File: config.mk
export PLATFORM = sky130hd
export DESIGN_NAME = return_stack
export DESIGN_NICKNAME = d
export VERILOG_FILES = /design/src/rtl/return_stack.sv
export SDC_FILE = /design/constraint.sdc
export NUM_CORES = 1
export LEC_CHECK = 0
export CAP_MARGIN = 10
export CORE_MARGIN = 1.5
export CORE_UTILIZATION = 45
export DETAILED_ROUTE_END_ITERATION = 12
export PLACE_DENSITY = 0.79
export SLEW_MARGIN = 20
export SYNTH_ARGS = -nofsm -noshare
export SYNTH_HDL_FRONTEND = slang
export SYNTH_SLANG_ARGS = --single-unit
File: constraint.sdc
create_clock -name clk -period 2.8 [get_ports clk]
set_input_delay 0.28 -clock clk [delete_from_list [all_inputs] [get_ports clk]]
set_output_delay 0.28 -clock clk [all_outputs]
set_load 0.01 [all_outputs]
File: src/rtl/return_stack.sv
// LIFO of subroutine return addresses; top is combinational (zero latency), writes land next edge.
// No backpressure: push when full is dropped (sticky overflow), pop when empty is ignored (sticky underflow).
module return_stack #(
  parameter int WIDTH = 10,
  parameter int DEPTH = 8
) (
  input  logic                       clk,
  input  logic                       reset,
  input  logic                       push,
  input  logic                       pop,
  input  logic [WIDTH-1:0]           d,
  output logic [WIDTH-1:0]           top,
  output logic [$clog2(DEPTH+1)-1:0] count,
  output logic                       empty,
  output logic                       full,
  output logic                       overflow,
  output logic                       underflow
);

  localparam int CW = $clog2(DEPTH + 1);
  localparam int AW = $clog2(DEPTH);

  logic [WIDTH-1:0] mem [DEPTH];
  logic [CW-1:0]    sp;
  logic [CW-1:0]    sp_nxt;
  logic [AW-1:0]    top_idx;
  logic [AW-1:0]    wr_idx;
  logic             wr_en;
  logic             ovf_set;
  logic             unf_set;

  assign count   = sp;
  assign empty   = (sp == '0);
  assign full    = (sp == CW'(DEPTH));
  assign top_idx = AW'(sp - CW'(1));
  assign top     = empty ? '0 : mem[top_idx];

  always_comb begin
    wr_en   = 1'b0;
    wr_idx  = AW'(sp);
    sp_nxt  = sp;
    ovf_set = 1'b0;
    unf_set = 1'b0;
    case ({push, pop})
      2'b10: begin
        if (!full) begin
          wr_en  = 1'b1;
          sp_nxt = sp + CW'(1);
        end else begin
          ovf_set = 1'b1;
        end
      end
      2'b01: begin
        if (!empty) begin
          sp_nxt = sp - CW'(1);
        end else begin
          unf_set = 1'b1;
        end
      end
      2'b11: begin
        // Call-and-return in one cycle: overwrite the top in place, never flagged.
        wr_en = 1'b1;
        if (!empty) begin
          wr_idx = top_idx;
        end else begin
          sp_nxt = CW'(1);
        end
      end
      default: ;
    endcase
  end

  always_ff @(posedge clk) begin
    if (!reset) begin
      sp        <= '0;
      overflow  <= 1'b0;
      underflow <= 1'b0;
    end else begin
      sp <= sp_nxt;
      if (ovf_set) overflow <= 1'b1;
      if (unf_set) underflow <= 1'b1;
    end
  end

  // Entries are not cleared by reset, but reset still suppresses the write.
  always_ff @(posedge clk) begin
    if (reset && wr_en) mem[wr_idx] <= d;
  end

endmodule

After elaboration in Yosys (flattened, before gate mapping)
Memory sizes are Yosys's and may differ from the RTL's.
Cells that the tools add are included.
W data, S select, Z words.
{"block": "totals", "register_bits": 6, "mem_bits_rw": 80, "in_bits": 14, "output_inout_bits": 18, "wordCells": 32, "n_memories": 1}
{"block": "classes", "add_sub_neg": 2, "eq_ne": 7, "n_mux": 15, "reduce_logical": 4}
{"memory": "mem", "depth": 8, "word_bits": 10, "read_ports": 1, "rd_clocked_by_memory_dff": 0, "wr": 1, "line": "23", "source": "logic [WIDTH-1:0] mem [DEPTH];"}
{"operator": "$mux W4", "n": 3}
{"operator": "$pmux W4 S3", "n": 1}
{"operator": "$mux W10", "n": 1}
{"operator": "$mux W1", "n": 7}
{"operator": "$mux W3", "n": 2}
{"operator": "$ne A2 B2 Y1 const B", "n": 3}
{"operator": "$add A4 B1 Y4 const B", "n": 1}
{"operator": "$eq A2 B2 Y1 const B", "n": 2}
{"operator": "$eq A4 B4 Y1 const B", "n": 1}
{"operator": "$logic_not A4 Y1", "n": 1}
{"operator": "$reduce_and A4 Y1", "n": 1}
{"operator": "$sub A4 B1 Y4 const B", "n": 1}
{"operator": "$reduce_bool A3 Y1", "n": 1}
{"operator": "$eq A2 B1 Y1 const B", "n": 1}
{"operator": "$pmux W1 S2", "n": 1}
{"operator": "$logic_and A1 B1 Y1", "n": 1}

Longest topological paths before layout
{"block": "depth", "word_depth": 6, "depth_mapped": 10, "depth_no_buf": 7}

Worst setup path after synthesis
OpenSTA, ideal clock, no wires.
{"block": "synth_timing", "path_kind": "register to register", "start": "register sp[0] (netlist: count[0])", "end": "memory mem[0][0], enable pin", "setup_time_ps": 376, "arrival_ps": 2498, "required_time_ps": 2424, "path_slack_ps": -74, "path_stages_with_launch": 10, "n_path_buf": 3, "synth_period_minus_slack_ps": 2874, "path_cell_list": "dfxtp_1 > buf_4 > buf_4 > inv_1 > ha_1 > buf_4 > nand3_1 > mux2_2 > a311o_1 > nor2_1"}
{"block": "synth_via", "elab_chain_len": 6, "elab_cells_between_ends": 10, "cone_classes": "add/sub (1); eq/ne (1); mux (6); reduce/logical (2)"}
{"element": "start: declaration", "line": "24", "source": "logic [CW-1:0] sp;"}
{"element": "start signal: assignment", "line": "79", "source": "sp <= sp_nxt;"}
{"element": "$eq A4 B4 Y1", "line": "34", "source": "assign full = (sp == CW'(DEPTH));"}
{"element": "$mux W1", "line": "46", "source": "if (!full) begin"}
{"element": "$pmux W1 S2", "line": "44", "source": "case ({push, pop})"}
{"element": "$logic_and A1 B1 Y1", "line": "87", "source": "if (reset && wr_en) mem[wr_idx] <= d;"}
{"element": "$mux W1", "line": "87"}
{"element": "$mux W1 (not written as such)", "line": "87"}
{"element": "end: declaration", "line": "23"}
Several ways; a longest one is shown, not always the timed one.

Worst setup path in the final report
{"block": "layout_timing", "start": "register sp[0] (netlist: count[0])", "end": "output top[8]"}
{"block": "layout_via", "elab_chain_len": 3, "elab_cells_between_ends": 4, "cone_classes": "add/sub (1); mux (1); reduce/logical (1); memory (1)"}
{"element": "$sub A4 B1 Y4"}
{"element": "$mem_v2 Z8 W10"}
{"element": "$mux W10 *", "line": "36", "source": "assign top = empty ? '0 : mem[top_idx];"}
{"element": "end: declaration", "line": "12", "source": "output logic [WIDTH-1:0] top,"}
Every way passes the cells marked *; elsewhere a longest branch is shown, timed or not.

==> summary.md <==
| Metric | Value |
|---|---|
| Status | finished clean |
| Post-synthesis simple-gate area fraction | 0.08215 |
| Top cell type by total area after synthesis | edfxtp_1 |
| Dpl cell area | 4151 µm² |
| Synth Area in Compound Gates | 0.05005 |
| Max incr delay on CP | 570 ps |
| Flop pwr share | 0.486 |
| Area growth syn-to-layout | 20.68% |
| Sw Pwr | 0.8125 mW |
| Total gr overflow | 0 |
| FMAX | 378.4 MHz |
| Tot GR Track Use | 0.1824 |
| Clock power share | 0.292 |
| CTS tree | built |
| DRT iter0 DRCs | roughly 170 |
| Synth Cell Area | between 3000 and 4000 µm² |
| First-pass GRT wire length | 11,500 µm |
| Syn nets | about 240 |
| Count of cell types in the netlist | 36 |
| Unrepaired setup endpoints after global routing | no |
| Max IR drop VDD | 0.3901 mV |
| Mux contribution to synthesized area | 0.1329 |
| CTS sink cnt | 86 |
| Most common cell in the netlist | edfxtp_1 |
| Yosys warnings | 0 |
| CTS Hold Bufs | 0 |
| MaxCap Viol Count | 0 |
| Port bufs | 31 |
| WL per Instance | around 19 µm |
| Clk_lat worst skew | 350 ps |
| Register area share after synthesis | 0.6959 |
| Adder-cell share of the synthesized area | 0.01036 |
| Final setup vio count | 0 |
| Post-DP HPWL | between 4000 and 5000 µm |
| Post-CTS setup repair buffer count | 0 |
| Num CTS Buffers | 9 |
| WP buf/inv | 3 |
| CP endpoint kind | primary output |
| Final #Nets | slightly below 300 |
| Die H | 92.75 µm |
| Vias/cell | roughly 5.6 |
| Max-slew violations | 0 |
| Clock-pin slew on the worst setup and hold paths | 90 ps |
| Diode count | 0 |
| Sw Share | 0.2714 |
| Syn Area/Cell | ~16 µm² |
| Layout fillers | 615 |
| Final Skew | ~5.4 ps |
| CP top delay family | buffers and inverters |
| Total power | 2.994 mW |
| Fin crit period | 2643 ps |
| Root buffer cell | clkbuf_8 |
| Flops & latches, synth | 86 |
| Via count | 2,124 |
| XOR/XNOR share of the synthesized area | 0.004833 |
| Pre-Repair DR Iteration Count | 5 |
| Kind of critical path | reg -> out |
| Pwr Density | 684.5 nW/µm² |
| Post-route cell area | about 4400 µm² |
| Internal | 2.182 mW |
| Hold Slack | about 470 ps |
| CP cell instances | inv_2 -> ha_1 -> buf_4 -> mux4_2 -> nand2_1 -> a21oi_1 -> clkdlybuf4s50_1 |
| Synth cell count leaders | edfxtp_1 (80), nand2_1 (29), mux4_2 (20) |
| DRC Markers | 0 |
| Combinational power share | 0.221 |
| CP arrival | about 2400 ps |
| Period utilization | 0.9438 |
| Max_slew headroom | 0.7162 |
| Hold Path Class | reg -> reg |
| Die Area | ~8600 µm² |
| H-Tree Level Count | 3 |
| IO Pins | 32 |
| Initial Util | 0.4667 |
| Largest net degree at the start of global routing | 17 |
| Post-synth EDFFs | 80 |
| Critical path's slowest cell | clkdlybuf4s50_1 |
| Synth async-reset ratio | 0 |
| Most used DFF post-synth | edfxtp_1 |
| CP Launch Type | flop |
| Clk buf depth | 2 |
| Worst-path fanout max | 10 |
| Die width | 92.75 µm |
| Routed WL | 7196 µm |
| Synth top area cells | edfxtp_1 (66%), mux4_2 (12%), dfxtp_1 (3.3%), nand2_1 (3.0%), a21oi_1 (2.2%) |
| Post-synthesis cell count | about 220 |
| Worst-margin pin slew | 425.1 ps |
| Final Util | 0.5631 |
| Rows | 32 |
| Largest family of logic cells by synthesized area | multiplexers |
| Hold Vio Cnt, Final | 0 |
| Placer Congestion | 0.8439 |
| Core Area | 7767 µm² |
| Layout cells sized above 1 | 0.2338 |
| ANT nets after route | 0 |
| LEAKAGE | 1.450 nW |
| CP required | 2520 ps |
| Initial antenna violation count | 0 |
| Area share of the largest cell type after synthesis | 0.6628 |
| Number of global-route vias before repair | 2,170 |
routing by layer:
layer / share of wire / wire length [µm] / track usage / vias up
li1: - / - / - / 966
met1: 0.42 / 3020 / 0.2310 / 1065
met2: 0.51 / 3640 / 0.3076 / 84
met3: 0.065 / 469 / 0.04762 / 9
met4: 0.0089 / 64 / 0.05808 / 0
met5: 0 / 0 / 0 / -
registers in the layout (all words and copies together), names as in the netlist:
signal and count:
underflow 1, overflow 1, count 4, mem 80
cells by family (layout without fill, tap and decap cells):
| logic type | after synthesis | count (layout) |
|---|---|---|
| flip-flops | 86 | 86 |
| AO/OA/AOI/OAI | 29 | 29 |
| multiplexers | 23 | 23 |
| adder cells (fa/ha/maj) | 3 | 3 |
| XOR/XNOR | 2 | 2 |
| buffers and inverters | 16 | 72 |
| AND/OR/NAND/NOR | 63 | 63 |
area by class of cell:
type | instances | area, µm² | share of cell area
clock buffers | 9 | 123.9 | 0.02832
clock inverters | 7 | 80.08 | 0.01831
inverters | 5 | 23.77 | 0.005435
multi-input cells | 120 | 1028 | 0.2351
flip-flops and latches | 86 | 2524 | 0.5769
well taps | 102 | 127.6 | 0.02918
repair buffers | 51 | 466.7 | 0.1067
through the flow:
stage / worst slack [ps] / TNS (ps) / instances
floorplan: -73.92 / -2818 / 222
finish: 157.4 / 0 / 380
CTS: 40.61 / 0 / 380
global route: 52.86 / 0 / 380
detailed placement: 457.7 / 0 / 364
global placement: 541.9 / 0 / 364
power by group through the flow:
stage / Combinational [mW] / Sequential, mW / Clock [mW]
2_1_floorplan: 0.386 / 1.48 / 0
3_3_place_gp: 0.648 / 1.48 / 0
3_5_place_dp: 0.655 / 1.49 / 0
4_1_cts: 0.659 / 1.46 / 0.899
5_1_grt: 0.719 / 1.46 / 0.945
6_report: 0.663 / 1.46 / 0.876
layout by cell type, fill, tap and decap left out, drive strengths merged, types with 2 or more instances in the layout:
cell type,instances
a21oi,18
a31oi,4
buf,20
clkbuf,9
clkdlybuf4s50,30
clkinv,3
dfxtp,6
edfxtp,80
ha,3
inv,7
mux2i,2
mux4,20
nand2,29
nand2b,3
nand3,5
nand3b,2
nor2,12
nor2b,3
nor3,2
nor4,2
nor4b,2
worst paths after layout:
check             from   endpoint  slack, ps  cells after the start
max reg2reg   count[0]  mem[2][5]        680                      7
min reg2reg  underflow  underflow        470                      1
max           count[0]     top[8]        160                      7
min          underflow  underflow        470                      1
what timing repair did:
| item | 4_1_cts | 5_1_grt |
|---|---|---|
| gates resized for setup | 0 | 5 |
| hold endpoints to repair | 0 | 0 |
| endpoints found under the setup margin | 0 | 10 |
No activity file was read; power rests on OpenSTA's default activity.
